File: config.mk
export PLATFORM = sky130hd
export DESIGN_NAME = mem_write_seq_flat
export DESIGN_NICKNAME = d
export VERILOG_FILES = /design/src/rtl/mem_pkg.sv /design/src/rtl/mem_write_seq_if.sv /design/src/rtl/mem_addr_cnt.sv /design/src/rtl/mem_write_seq.sv /design/src/flat_wrapper.sv
export SDC_FILE = /design/constraint.sdc
export NUM_CORES = 1
export LEC_CHECK = 0
export ABC_AREA = 1
export BUFFER_PORTS_ARGS = -buffer_cell sky130_fd_sc_hd__buf_2
export CORE_AREA = 2 2 62 64
export DETAILED_ROUTE_END_ITERATION = 10
export DIE_AREA = 0 0 64 66
export GPL_TIMING_DRIVEN = 0
export PLACE_DENSITY = 0.7
export SETUP_SLACK_MARGIN = 0.3
export SYNTH_ARGS = -nofsm -noshare
export SYNTH_HDL_FRONTEND = slang
export SYNTH_SLANG_ARGS = --single-unit
File: constraint.sdc
create_clock -name clk -period 1.6 [get_ports clk]
set_clock_uncertainty 0.15 [all_clocks]
set_input_delay 0 -clock clk [delete_from_list [all_inputs] [get_ports clk]]
set_output_delay 0 -clock clk [all_outputs]
set_load 0.02 [all_outputs]
File: src/rtl/mem_pkg.sv
// Shared definitions for the write sequencer and its target memory:
// default geometry, address width derivation and sequencer state encoding.
package mem_pkg;

    localparam int unsigned WIDTH_DEF = 8;
    localparam int unsigned DEPTH_DEF = 16;

    typedef enum logic [1:0] {
        ST_IDLE   = 2'd0,
        ST_FILL   = 2'd1,
        ST_STREAM = 2'd2,
        ST_DONE   = 2'd3
    } state_e;

    // Word address width for a memory of the given depth (at least one bit).
    function automatic int unsigned addr_w(input int unsigned depth);
        return (depth > 1) ? $clog2(depth) : 1;
    endfunction

endpackage

File: src/rtl/mem_write_seq_if.sv
// Control, stream and memory-write signals of the write sequencer, bundled
// with a master (requester/stream source) and slave (sequencer) view.
interface mem_write_seq_if
    import mem_pkg::*;
#(
    parameter int unsigned WIDTH = WIDTH_DEF,
    parameter int unsigned DEPTH = DEPTH_DEF
);
    localparam int unsigned ADDR_W = addr_w(DEPTH);

    logic              start;
    logic              fill_mode;
    logic [WIDTH-1:0]  pattern;
    logic              abort;
    logic              in_valid;
    logic [WIDTH-1:0]  in_data;
    logic              in_ready;
    logic              mem_we;
    logic [ADDR_W-1:0] mem_addr;
    logic [WIDTH-1:0]  mem_wdata;
    logic              busy;
    logic              done;

    modport master (
        output start, fill_mode, pattern, abort, in_valid, in_data,
        input  in_ready, mem_we, mem_addr, mem_wdata, busy, done
    );

    modport slave (
        input  start, fill_mode, pattern, abort, in_valid, in_data,
        output in_ready, mem_we, mem_addr, mem_wdata, busy, done
    );

endinterface

File: src/rtl/mem_addr_cnt.sv
// Word address counter for the write sequencer: synchronous clear, increment,
// and a registered flag that is high while the count equals DEPTH-1.
module mem_addr_cnt
    import mem_pkg::*;
#(
    parameter  int unsigned DEPTH  = DEPTH_DEF,
    localparam int unsigned ADDR_W = addr_w(DEPTH)
) (
    input  logic              clk,
    input  logic              rst_n,
    input  logic              clr_i,
    input  logic              inc_i,
    output logic [ADDR_W-1:0] cnt_o,
    output logic              last_o
);

    logic [ADDR_W-1:0] cnt_q, cnt_d;
    logic              last_q, last_d;

    // The last flag is precomputed on the increment that reaches DEPTH-1.
    always_comb begin
        cnt_d  = cnt_q;
        last_d = last_q;
        if (clr_i) begin
            cnt_d  = '0;
            last_d = 1'b0;
        end else if (inc_i) begin
            cnt_d  = cnt_q + ADDR_W'(1);
            last_d = (cnt_q == ADDR_W'(DEPTH - 2));
        end
    end

    always_ff @(posedge clk or negedge rst_n) begin
        if (!rst_n) begin
            cnt_q  <= '0;
            last_q <= 1'b0;
        end else begin
            cnt_q  <= cnt_d;
            last_q <= last_d;
        end
    end

    assign cnt_o  = cnt_q;
    assign last_o = last_q;

endmodule

File: src/rtl/mem_write_seq.sv
// Memory write sequencer: fills every word with a latched pattern or loads
// DEPTH words from a valid/ready stream, then pulses done once.
module mem_write_seq
    import mem_pkg::*;
#(
    parameter  int unsigned WIDTH  = WIDTH_DEF,
    parameter  int unsigned DEPTH  = DEPTH_DEF,
    localparam int unsigned ADDR_W = addr_w(DEPTH)
) (
    input  logic             clk,
    input  logic             rst_n,
    mem_write_seq_if.slave   bus
);

    state_e            state_q, state_d;
    logic [WIDTH-1:0]  pattern_q, pattern_d;
    logic              we_q, we_d;
    logic [ADDR_W-1:0] addr_q, addr_d;
    logic [WIDTH-1:0]  wdata_q, wdata_d;
    logic              busy_q, busy_d;
    logic              done_q, done_d;

    logic              cnt_clr;
    logic              cnt_inc;
    logic [ADDR_W-1:0] cnt;
    logic              cnt_last;

    mem_addr_cnt #(
        .DEPTH (DEPTH)
    ) u_addr_cnt (
        .clk    (clk),
        .rst_n  (rst_n),
        .clr_i  (cnt_clr),
        .inc_i  (cnt_inc),
        .cnt_o  (cnt),
        .last_o (cnt_last)
    );

    // The counter rests at zero in IDLE, so a fill can issue word 0 on start.
    always_comb begin
        state_d   = state_q;
        pattern_d = pattern_q;
        we_d      = 1'b0;
        addr_d    = addr_q;
        wdata_d   = wdata_q;
        done_d    = 1'b0;
        cnt_clr   = 1'b0;
        cnt_inc   = 1'b0;

        case (state_q)
            ST_IDLE: begin
                cnt_clr = 1'b1;
                if (bus.start) begin
                    pattern_d = bus.pattern;
                    if (bus.fill_mode) begin
                        state_d = ST_FILL;
                        we_d    = 1'b1;
                        addr_d  = '0;
                        wdata_d = bus.pattern;
                        cnt_clr = 1'b0;
                        cnt_inc = 1'b1;
                    end else begin
                        state_d = ST_STREAM;
                    end
                end
            end
            ST_FILL: begin
                if (bus.abort) begin
                    state_d = ST_IDLE;
                    cnt_clr = 1'b1;
                end else begin
                    we_d    = 1'b1;
                    addr_d  = cnt;
                    wdata_d = pattern_q;
                    if (cnt_last) begin
                        state_d = ST_DONE;
                        cnt_clr = 1'b1;
                    end else begin
                        cnt_inc = 1'b1;
                    end
                end
            end
            ST_STREAM: begin
                // Abort wins over a handshake in the same cycle.
                if (bus.abort) begin
                    state_d = ST_IDLE;
                    cnt_clr = 1'b1;
                end else if (bus.in_valid) begin
                    we_d    = 1'b1;
                    addr_d  = cnt;
                    wdata_d = bus.in_data;
                    if (cnt_last) begin
                        state_d = ST_DONE;
                        cnt_clr = 1'b1;
                    end else begin
                        cnt_inc = 1'b1;
                    end
                end
            end
            ST_DONE: begin
                state_d = ST_IDLE;
                done_d  = 1'b1;
            end
            default: begin
                state_d = ST_IDLE;
                cnt_clr = 1'b1;
            end
        endcase

        busy_d = (state_d == ST_FILL) || (state_d == ST_STREAM);
    end

    always_ff @(posedge clk or negedge rst_n) begin
        if (!rst_n) begin
            state_q   <= ST_IDLE;
            pattern_q <= '0;
            we_q      <= 1'b0;
            addr_q    <= '0;
            wdata_q   <= '0;
            busy_q    <= 1'b0;
            done_q    <= 1'b0;
        end else begin
            state_q   <= state_d;
            pattern_q <= pattern_d;
            we_q      <= we_d;
            addr_q    <= addr_d;
            wdata_q   <= wdata_d;
            busy_q    <= busy_d;
            done_q    <= done_d;
        end
    end

    assign bus.in_ready  = (state_q == ST_STREAM);
    assign bus.mem_we    = we_q;
    assign bus.mem_addr  = addr_q;
    assign bus.mem_wdata = wdata_q;
    assign bus.busy      = busy_q;
    assign bus.done      = done_q;

endmodule

File: src/flat_wrapper.sv
// flat-port wrapper written by rule: the top's interface ports become plain ports
module mem_write_seq_flat import mem_pkg::*;
#(
    parameter  int unsigned WIDTH  = WIDTH_DEF,
    parameter  int unsigned DEPTH  = DEPTH_DEF,
    localparam int unsigned ADDR_W = addr_w(DEPTH)
)
  (clk, rst_n, bus_start, bus_fill_mode, bus_pattern, bus_abort, bus_in_valid, bus_in_data, bus_in_ready, bus_mem_we, bus_mem_addr, bus_mem_wdata, bus_busy, bus_done);
  mem_write_seq_if #(.WIDTH(WIDTH), .DEPTH(DEPTH)) bus_i ();
  input  logic clk;
  input  logic rst_n;
  input wire logic [$bits(bus_i.start)-1:0] bus_start;
  input wire logic [$bits(bus_i.fill_mode)-1:0] bus_fill_mode;
  input wire logic [$bits(bus_i.pattern)-1:0] bus_pattern;
  input wire logic [$bits(bus_i.abort)-1:0] bus_abort;
  input wire logic [$bits(bus_i.in_valid)-1:0] bus_in_valid;
  input wire logic [$bits(bus_i.in_data)-1:0] bus_in_data;
  output wire logic [$bits(bus_i.in_ready)-1:0] bus_in_ready;
  output wire logic [$bits(bus_i.mem_we)-1:0] bus_mem_we;
  output wire logic [$bits(bus_i.mem_addr)-1:0] bus_mem_addr;
  output wire logic [$bits(bus_i.mem_wdata)-1:0] bus_mem_wdata;
  output wire logic [$bits(bus_i.busy)-1:0] bus_busy;
  output wire logic [$bits(bus_i.done)-1:0] bus_done;
  assign bus_i.start = bus_start;
  assign bus_i.fill_mode = bus_fill_mode;
  assign bus_i.pattern = bus_pattern;
  assign bus_i.abort = bus_abort;
  assign bus_i.in_valid = bus_in_valid;
  assign bus_i.in_data = bus_in_data;
  assign bus_in_ready = bus_i.in_ready;
  assign bus_mem_we = bus_i.mem_we;
  assign bus_mem_addr = bus_i.mem_addr;
  assign bus_mem_wdata = bus_i.mem_wdata;
  assign bus_busy = bus_i.busy;
  assign bus_done = bus_i.done;
  mem_write_seq #(.WIDTH(WIDTH), .DEPTH(DEPTH)) u_core (.clk(clk), .rst_n(rst_n), .bus(bus_i));
endmodule
==> flow_metrics.py <==
metrics = {
    "power_and_ir_drop": {
        "power_frac_seq_pct": 25.6,
        "leakage_nw": 1.327,
        "worst_ir_drop_vdd_uv": 1508,
        "p_int_mw": 2.616,
        "p_per_area_mw_per_mm2": 1827,
        "pwr-share-clk_pct": 8.3,
        "power_mw": 4.875,
        "p_sw_mw": 2.259,
        "swShare_pct": 46.34,
        "p_comb_share_pct": 66.2,
    },
    "sta": {
        "hold_viol": 0,
        "grt_setup_unrepaired": "yes",
        "worstMarginPinSlew_ps": 675.0,
        "setup_slack_ps": -74.82,
        "min_period_ps": 1675,
        "fmax_ghz": 0.5971,
        "finalMaxSlewViolations": 0,
        "slew_headroom_pct": 55.00,
        "fin_setup_tns_ps": -726.5,
        "setup_viol": 17,
        "whs_ps": 114.5,
        "timing.final.crit_share_pct": 104.7,
    },
    "critical_path": {
        "path_max_fanout": 10,
        "crit_family": "flip-flops",
        "worst_path_max_delay_cell": "dfrtp_2",
        "path_common_cell": "buf_6",
        "worstSetupEndpointType": "register",
        "crit_chain": "buf_6, ha_2, a21oi_2, nand3_4, buf_6, nand2_1, o21ai_1",
        "rr_endpoint": "u_core.bus.mem_wdata[4]",
        "cp.required_ps": 1650,
        "reg2reg_depth": 7,
        "timing.rr.start": "u_core.state_q[0]",
        "arrival_ps": 1730,
        "max_stage_delay_ps": 480,
        "critical_path_buf_inv_count": 2,
        "startpoint_type": "register",
        "crit_type": "reg -> reg",
        "reg2reg_setup_slack_ps": -70,
    },
    "clock_network": {
        "h-tree-depth": 2,
        "cts_inserted_buffers": 5,
        "cts_root_buf": "clkbuf_4",
        "cts_tree": "built",
        "clk_latency_ps": 310,
        "cts.sinks": 30,
        "cts.path.max_buffers": 2,
        "clkTransAtPathRegs_ps": 80,
    },
    "die": {
        "fp.dieW_um": 64,
        "io_pins": 38,
        "die_area_sq_mm": 0.004224,
        "start_util_pct": 47.00,
        "core_area_sq_mm": 0.003551,
        "die_h_um": 66,
        "num_rows": 22,
    },
    "cells_and_area": {
        "seq_area_sq_um": 753.2,
        "drive_above_1_share_pct": 43.29,
        "antennaDiodeCount": 0,
        "layout.nets": 329,
        "area_growth_pct": 59.82,
        "postLayoutCellArea_sq_mm": 0.002668,
        "nFillCells": 245,
        "multi_input_area_sq_mm": 0.001046,
    },
    "drt": {
        "ant_nets": 0,
        "first_iter_violations": 89,
        "avgRoutedWirePerCell_um": 13.97,
        "drc": 0,
        "wl_mm": 4.834,
        "vias": 1766,
        "viasPerCell": 5.104,
        "dr.pass1.iters": 4,
    },
    "worst_hold_path": {
        "hold_path.class": "in -> async",
    },
    "synthesis": {
        "syn-instance-count": 214,
        "syn_avg_cell_area_sq_um": 7.800,
        "yosysMostFrequentCell": "nand2_1",
        "syn_area_sq_mm": 0.001669,
        "yosysSeqAreaShare_pct": 44.98,
        "synthesis.nets": 245,
        "synth.top_cells.by_area": "dfrtp_1 45%, nand2_1 16%, ha_1 6.7%, nor2_1 5.2%, o21ai_2 4.7%",
        "synth_warnings": 0,
        "synth_flop_cell": "dfrtp_1",
        "ys_ff_latch": 30,
        "synthArstFlopShare_pct": 100.0,
        "synthTopCellsByCount": "70 x nand2_1, 30 x dfrtp_1, 23 x nor2_1",
        "synth_top_area_share_pct": 44.98,
        "ys_types": 20,
        "synth_top_area_cell": "dfrtp_1",
        "synth_edf_count": 0,
    },
    "status": {
        "violations": "setup timing",
        "outcome": "complete, but fails checks",
    },
    "placed_design": {
        "port_buffers": 37,
        "postPlaceCellArea_sq_mm": 0.002004,
        "dp_hpwl_mm": 2.553,
        "gp_congestion": 0.8791,
    },
    "global_route": {
        "grt-ovfl-total": 0,
        "grt_antenna_before_repair": 0,
        "grt_usage_pct": 23.24,
        "grt_max_degree": 31,
        "grt_first_pass_wirelength_mm": 7.534,
        "grt_pass1_vias": 1663,
    },
    "flow_run": {
        "max-cap-violations": 0,
    },
}
sequential cells by signal (all words and copies together) (netlist names):
name,flops
u_core.bus.mem_wdata,8
u_core.pattern_q,8
u_core.bus.mem_addr,4
u_core.u_addr_cnt.cnt_o,4
u_core.state_q,2
u_core.bus.busy,1
u_core.bus.done,1
u_core.bus.mem_we,1
u_core.u_addr_cnt.last_o,1
repair_timing:
action	in CTS	in global routing
pin swaps	17	1
hold buffers	23	0
endpoints found under the hold margin	53	0
gates resized for setup	52	18
gates cloned	3	1
setup buffers	11	2
setup endpoints to repair	30	30
worst max-delay path by stage:
stage                                          to  cells after the start              start
final                     u_core.bus.mem_wdata[4]                      7  u_core.state_q[0]
after global routing      u_core.bus.mem_wdata[4]                      8  u_core.state_q[1]
after CTS                 u_core.bus.mem_wdata[4]                      8  u_core.state_q[1]
after detailed placement  u_core.bus.mem_wdata[4]                      7  u_core.state_q[0]
after global placement    u_core.bus.mem_wdata[4]                      7  u_core.state_q[0]
after floorplan           u_core.bus.mem_wdata[3]                      7  u_core.state_q[0]
placed cells by master, fill, tap and decap left out, drive strengths merged:
cell and count:
dfrtp 30, clkbuf 11, buf 55, ha 9
o21ai 24, nand3 14, nor2 23, and3 1
dlygate4sd3 23, inv 21, a21oi 13, nand2 72
xor2 2
routing by layer:
metal	up-vias	wire length, um	part of all wire, %	GRT usage (%)
li1	847	-	-	-
met1	845	1953	40	27.51
met2	59	2530	52	40.49
met3	15	232	4.8	4.259
met4	0	119	2.5	11.41
met5	-	0	0	0
power by group through the flow:
stage / clock network [mW] / logic (mW) / registers (mW)
2_1_floorplan: 0 / 1.45 / 1.40
3_3_place_gp: 0 / 2.11 / 1.25
3_5_place_dp: 0 / 2.12 / 1.25
4_1_cts: 0.413 / 2.84 / 1.24
5_1_grt: 0.448 / 3.47 / 1.28
6_report: 0.402 / 3.22 / 1.25
through the flow:
step	setup slack (ps)	instances	util [%]
6_report	-74.82	346	75.12
2_1_floorplan	34.04	214	-
3_3_place_gp	-114.5	299	56.45
4_1_cts	-27.29	343	72.27
5_1_grt	-153.8	346	75.12
3_5_place_dp	-115.1	299	56.45
cell type report:
| cell class | instances | share of cell area [%] |
|---|---|---|
| repair buffers | 76 | 22.51 |
| inverters | 21 | 3.330 |
| well taps | 48 | 2.251 |
| clock buffers | 7 | 1.689 |
| multi-input cells | 158 | 39.21 |
| flip-flops and latches | 30 | 28.24 |
| plain buffers | 6 | 2.767 |
cell families (layout without fill, tap and decap cells):
logic type / Yosys count / in the layout / share of synthesized area, %
simple gates: 109 / 110 / 26.16
compound gates: 37 / 37 / 13.34
flops: 30 / 30 / 44.98
buf+inv: 27 / 110 / 7.720
fa+ha+maj: 9 / 9 / 6.747
xor+xnor: 2 / 2 / 1.050
Power figures use the tool's default switching activity.
